## config.mk

```make
export PLATFORM = sky130hd
export DESIGN_NAME = uart_word_tx
export DESIGN_NICKNAME = d
export VERILOG_FILES = /design/src/rtl/uart_pkg.sv /design/src/rtl/word_fifo.sv /design/src/rtl/uart_word_tx.sv
export SDC_FILE = /design/constraint.sdc
export NUM_CORES = 1
export LEC_CHECK = 0
export ABC_AREA = 1
export BUFFER_PORTS_ARGS = -buffer_cell sky130_fd_sc_hd__buf_2
export CORE_ASPECT_RATIO = 1.75
export CORE_MARGIN = 2
export CORE_UTILIZATION = 40
export DETAILED_ROUTE_END_ITERATION = 8
export PLACE_DENSITY = 0.63
export SLEW_MARGIN = 20
export SYNTH_ARGS = -nofsm -noshare
export SYNTH_HDL_FRONTEND = slang
export SYNTH_SLANG_ARGS = --single-unit
```

## constraint.sdc

```tcl
create_clock -name CLK -period 6.7 [get_ports CLK]
set_input_delay 0.335 -clock CLK [delete_from_list [all_inputs] [get_ports CLK]]
set_output_delay 0.335 -clock CLK [all_outputs]
set_load 0.01 [all_outputs]
```

## src/rtl/uart_pkg.sv

```systemverilog
// Shared UART definitions for the board link: FSM states and 8N1 framing constants.
// The instruction loader's receiver imports this package as well.
package uart_pkg;

    typedef enum logic [1:0] {
        ST_IDLE  = 2'd0,
        ST_START = 2'd1,
        ST_DATA  = 2'd2,
        ST_STOP  = 2'd3
    } uart_state_t;

    localparam logic UART_START_BIT = 1'b0;
    localparam logic UART_STOP_BIT  = 1'b1;
    localparam int   UART_DATA_BITS = 8;

endpackage

```

## src/rtl/word_fifo.sv

```systemverilog
// Small synchronous word FIFO with occupancy count; pointers wrap modulo DEPTH.
// Push while full and pop while empty are ignored internally.
module word_fifo #(
    parameter int WIDTH = 16,
    parameter int DEPTH = 4
) (
    input  logic                     i_clk,
    input  logic                     i_rst,
    input  logic                     i_push,
    input  logic [WIDTH-1:0]         i_data,
    input  logic                     i_pop,
    output logic [WIDTH-1:0]         o_head,
    output logic                     o_full,
    output logic                     o_empty,
    output logic [$clog2(DEPTH):0]   o_count
);

    localparam int AW = $clog2(DEPTH);
    localparam int CW = AW + 1;

    logic [WIDTH-1:0] r_mem [DEPTH];
    logic [AW-1:0]    r_wr_ptr;
    logic [AW-1:0]    r_rd_ptr;
    logic [CW-1:0]    r_count;
    logic             w_push;
    logic             w_pop;

    // Full is derived from the count alone, so a same-cycle pop never frees a slot early.
    assign o_full  = (r_count == CW'(DEPTH));
    assign o_empty = (r_count == '0);
    assign o_count = r_count;
    assign o_head  = r_mem[r_rd_ptr];
    assign w_push  = i_push && !o_full;
    assign w_pop   = i_pop && !o_empty;

    always_ff @(posedge i_clk) begin
        if (i_rst) begin
            r_wr_ptr <= '0;
            r_rd_ptr <= '0;
            r_count  <= '0;
        end else begin
            if (w_push) r_wr_ptr <= r_wr_ptr + AW'(1);
            if (w_pop)  r_rd_ptr <= r_rd_ptr + AW'(1);
            r_count <= r_count + CW'(w_push) - CW'(w_pop);
        end
    end

    // NOTE: the storage array is not reset; the reset count and pointers make stale entries unreachable.
    always_ff @(posedge i_clk) begin
        if (w_push && !i_rst) r_mem[r_wr_ptr] <= i_data;
    end

endmodule

```

## src/rtl/uart_word_tx.sv

```systemverilog
// Word-oriented UART transmitter: queues 16-bit words and sends each as two 8N1 frames,
// high byte first, with no idle gap between frames or between queued words.
module uart_word_tx
    import uart_pkg::*;
#(
    parameter int CLKS_PER_BIT = 868,
    parameter int FIFO_DEPTH   = 4
) (
    input  logic        CLK,
    input  logic        RST,
    input  logic [15:0] data_in,
    input  logic        data_valid,
    output logic        data_ready,
    output logic        UART_RXD_OUT,
    output logic        busy
);

    localparam int CW = $clog2(CLKS_PER_BIT);
    localparam int IW = $clog2(UART_DATA_BITS);
    localparam int QW = $clog2(FIFO_DEPTH) + 1;
    localparam logic [CW-1:0] CNT_LAST = CW'(CLKS_PER_BIT - 1);
    localparam logic [IW-1:0] IDX_LAST = IW'(UART_DATA_BITS - 1);

    uart_state_t r_state;
    uart_state_t w_state_n;
    logic [CW-1:0] r_cnt;
    logic [CW-1:0] w_cnt_n;
    logic [IW-1:0] r_idx;
    logic [IW-1:0] w_idx_n;
    logic [UART_DATA_BITS-1:0] r_shift;
    logic [UART_DATA_BITS-1:0] w_shift_n;
    logic [UART_DATA_BITS-1:0] r_low;
    logic [UART_DATA_BITS-1:0] w_low_n;
    logic r_byte_sel;
    logic w_byte_sel_n;
    logic r_line;
    logic w_line_n;

    logic          w_pop;
    logic          w_bit_done;
    logic [15:0]   w_head;
    logic          w_full;
    logic          w_empty;
    logic [QW-1:0] w_count;

    word_fifo #(
        .WIDTH (16),
        .DEPTH (FIFO_DEPTH)
    ) u_fifo (
        .i_clk   (CLK),
        .i_rst   (RST),
        .i_push  (data_valid),
        .i_data  (data_in),
        .i_pop   (w_pop),
        .o_head  (w_head),
        .o_full  (w_full),
        .o_empty (w_empty),
        .o_count (w_count)
    );

    assign data_ready   = !w_full;
    assign busy         = (w_count != '0) || (r_state != ST_IDLE);
    assign UART_RXD_OUT = r_line;
    assign w_bit_done   = (r_cnt == CNT_LAST);

    // NOTE: sequential state uses non-blocking assignments so every register samples pre-edge values.
    always_ff @(posedge CLK) begin
        if (RST) begin
            r_state    <= ST_IDLE;
            r_cnt      <= '0;
            r_idx      <= '0;
            r_shift    <= '0;
            r_low      <= '0;
            r_byte_sel <= 1'b0;
            r_line     <= UART_STOP_BIT;
        end else begin
            r_state    <= w_state_n;
            r_cnt      <= w_cnt_n;
            r_idx      <= w_idx_n;
            r_shift    <= w_shift_n;
            r_low      <= w_low_n;
            r_byte_sel <= w_byte_sel_n;
            r_line     <= w_line_n;
        end
    end

    // NOTE: every signal gets a default before the case so no path leaves one unassigned (no latches).
    always_comb begin
        w_state_n    = r_state;
        w_cnt_n      = r_cnt + CW'(1);
        w_idx_n      = r_idx;
        w_shift_n    = r_shift;
        w_low_n      = r_low;
        w_byte_sel_n = r_byte_sel;
        w_pop        = 1'b0;

        unique case (r_state)
            ST_IDLE: begin
                w_cnt_n = '0;
                if (!w_empty) begin
                    w_pop        = 1'b1;
                    w_shift_n    = w_head[15:8];
                    w_low_n      = w_head[7:0];
                    w_byte_sel_n = 1'b0;
                    w_state_n    = ST_START;
                end
            end
            ST_START: begin
                if (w_bit_done) begin
                    w_cnt_n   = '0;
                    w_idx_n   = '0;
                    w_state_n = ST_DATA;
                end
            end
            ST_DATA: begin
                if (w_bit_done) begin
                    w_cnt_n   = '0;
                    w_shift_n = r_shift >> 1;
                    w_idx_n   = r_idx + IW'(1);
                    if (r_idx == IDX_LAST) w_state_n = ST_STOP;
                end
            end
            ST_STOP: begin
                if (w_bit_done) begin
                    w_cnt_n = '0;
                    if (!r_byte_sel) begin
                        w_shift_n    = r_low;
                        w_byte_sel_n = 1'b1;
                        w_state_n    = ST_START;
                    end else if (!w_empty) begin
                        w_pop        = 1'b1;
                        w_shift_n    = w_head[15:8];
                        w_low_n      = w_head[7:0];
                        w_byte_sel_n = 1'b0;
                        w_state_n    = ST_START;
                    end else begin
                        w_state_n = ST_IDLE;
                    end
                end
            end
            default: w_state_n = ST_IDLE;
        endcase

        // The line is registered from next-state values so it changes on the same edge as the FSM.
        unique case (w_state_n)
            ST_START: w_line_n = UART_START_BIT;
            ST_DATA:  w_line_n = w_shift_n[0];
            default:  w_line_n = UART_STOP_BIT;
        endcase
    end

endmodule

```

==> impl_metrics.csv <==
group,metric,value,unit
run_status,status,"finished clean",
final_layout,n_fill_cell,1083,
timing,clock_skew,7.11,ps
clock_network,clock_sinks,106,
drt,vias,3353,
synth,synth-edff-count,64,
synth,ys_warn_count,0,
placed_design,place_ws,4050,ps
synth,syn_inst,504,
synth,yosys_register_bits,106,
drt,final_antenna_net_count,0,
hold_path,hold_path_class,"in2reg",
timing,layout_worst_path_cycle_share,39.7,%
critical_path,r2r_cells,12,
drt,wirelength,9380,um
placed_design,hpwl,6640,um
critical_path,cp_cell_sequence,"nor2_1 > nand2_1 > inv_1 > nor2_1 > inv_1 > a21oi_4 > ha_1 > inv_1 > ha_1 > fa_1 > xor2_1 > nor2_1",
final_layout,layout_commonest_cell,"nand2_1",
synth,syn_nets,537,
critical_path,startpoint,"u_fifo.o_count[1]",
placed_design,place_inst,646,
timing,setup_viol,0,
floorplanning,io_pins,22,
global_routing,gr-total-overflow,0,
timing,setup_slack,4040,ps
synth,synth_cell_types,35,
timing,fmax,376,MHz
global_routing,grt_max_degree,34,
placed_design,gp_congestion,0.846,
synth,syn_area,4720,um2
critical_path,cp-end-kind,"flip-flop",
critical_path,reg2reg_slack,4040,ps
floorplanning,dieArea,12700,um2
critical_path,crit_arrival,2890,ps
placed_design,portBuffers,21,
timing,maxSlewViolCount,0,
critical_path,cp.required,6930,ps
drt,first_iter_violations,174,
global_routing,antenna_found_initial,0,
synth,synth_area_leaders,"edfxtp_1 (41%), dfxtp_1 (18%), nand2_1 (7.2%)",
floorplanning,core,11500,um2
final_layout,final_cell_mix,"nand2_1 (91), nor2_1 (76), edfxtp_1 (64)",
synth,syn_area_per_cell,9.36,um2
drt,routed_via_density,5.06,
final_layout,fin_nets,555,
clock_network,htree_levels,3,
timing,hold-worst-slack,198,ps
power,p_per_area,376,nW/um2
floorplanning,initial_utilization,41.0,%
power,leakagePower,0.00203,uW
critical_path,critPathKind,"reg2reg",
clock_network,cts_tree,"done",
clock_network,post-cts-setup-buffers,0,
critical_path,slowest_stage,"nand2_1",
synth,ys_seq_area_share,58.5,%
floorplanning,die_y,148,um
clock_network,cts-root-buf,"clkbuf_16",
global_routing,grt_pass1_vias,3319,
timing,slew_headroom,36.5,%
drt,dr.pass1.iters,6,
global_routing,grt_util_all_layers,15.6,%
final_layout,antenna_cells,0,
timing,hold_viol,0,
drt,drt_drc_violations_left,0,
clock_network,clock_path_buffers,2,
drt,wl_per_cell,14.2,um
critical_path,worstSetupStartpointType,"flip-flop",
critical_path,r2r_start,"u_fifo.o_count[1]",
timing,tightestPinTransition,952,ps
timing,fin_tns_setup,0,ps
timing,fin_crit,2660,ps
run,maxCapViolCount,0,
floorplanning,die_x,86.1,um
synth,yosysTopAreaCell,"edfxtp_1",
clock_network,clock_latency,350,ps
timing,rsz0062_at_grt,"no",
synth,yosysTopAreaCellShare,40.7,%
power,ir_worst_vdd,0.163,mV
clock_network,cts_buffers,9,
synth,synthArstFlopShare,0,%
critical_path,critPathMaxStageDelay,510,ps
final_layout,layoutNonFillerInstCount,662,
clock_network,hold_buffers,0,
critical_path,crit_end,"u_fifo.o_count[2]",
critical_path,r2r_end,"u_fifo.o_count[2]",
synth,synth_ff_type,"edfxtp_1",
critical_path,crit_fanout,19,
power,fin_total_pwr,1960,uW
final_layout,synthToLayoutAreaGrowth,10.8,%
clock_network,cts_resized,0,
final_layout,drive_gt1_share,11.6,%
floorplanning,row_count,52,
global_routing,grt_pass1_wl,15500,um
clock_network,cts.clk_slew.worst_paths,70,ps
[report_power, final]
group | switching [uW] | internal [uW] | leakage (uW)
Clock | 247 | 262 | 0.000141
Combinational | 395 | 203 | 0.000964
Sequential | 71.5 | 786 | 0.000925
Total | 713 | 1250 | 0.00203
[synth_stat cells (2+ instances only)]
master,number
nand2_1,91
nor2_1,79
edfxtp_1,64
o21ai_0,56
inv_1,45
dfxtp_1,42
a21oi_1,29
nand3_1,20
ha_1,13
a31oi_1,9
clkbuf_1,8
or2_2,7
buf_2,5
nor2_2,3
nor3_1,3
nor3b_1,3
buf_1,2
nand2_2,2
nand3_4,2
nand3b_1,2
nor2_4,2
o211ai_1,2
o21ai_1,2
xor2_1,2
[metal layers]
layer | vias to the layer above | share of wire (%) | GRT usage (%)
met5 | - | 0 | 0
met4 | 0 | 2.6 | 7.30
met3 | 17 | 2.5 | 3.13
met2 | 54 | 54 | 28.6
met1 | 1553 | 41 | 16.7
li1 | 1729 | - | -
[layout make-up]
type                    instances  area [um2]  share of cell area [%]
flip-flops and latches        106        2760                    52.8
well taps                     135         169                    3.23
clock inverters                 6        57.6                    1.10
inverters                      46         173                    3.30
clock buffers                  10         229                    4.38
repair buffers                 23         120                    2.30
multi-input cells             336        1720                    32.9
[kinds of logic (layout without fill, tap and decap cells)]
group	after synthesis	count (layout)	synth area share, %
compound gates	101	101	11.4
simple gates	218	218	20.4
fa+ha+maj	14	14	3.87
flops	106	106	58.5
buf+inv	62	85	5.22
xor+xnor	3	3	0.557
[how the worst min path moves through the flow]
stage / from / to / depth (start not counted)
global route: data_in[4] / u_fifo.r_mem[0][4] / 1
finish: data_in[7] / u_fifo.r_mem[3][7] / 1
global placement: r_cnt[0] / r_cnt[0] / 1
floorplan: RST / r_idx[1] / 1
detailed placement: r_cnt[0] / r_cnt[0] / 1
CTS: data_in[10] / u_fifo.r_mem[3][10] / 1
[registers in the layout, summed over array words and instances, names as in the netlist, named ones only]
register,cells
UART_RXD_OUT,1
u_fifo.o_count,3
r_shift,8
u_fifo.r_mem,64
r_low,8
u_fifo.r_wr_ptr,2
r_cnt,10
u_fifo.r_rd_ptr,2
r_idx,3
r_byte_sel,1
r_state,2
[metrics by stage]
stage	cell area, um2	utilization (%)
2_1_floorplan	4720	-
3_3_place_gp	4940	42.9
3_5_place_dp	4940	42.9
4_1_cts	5230	45.4
5_1_grt	5230	45.4
6_report	5230	45.4
[worst max-delay path: cells and delay by family, from the launching register on]
kind	cells	cell delay, ps
AOI/OAI and AO/OA	1	190
xor gates and xnor gates	1	170
adders and majority gates	3	720
buffers and inverters	3	280
DFF	1	370
and+or+nand+nor	4	810
(Power assumes the default switching activity.)
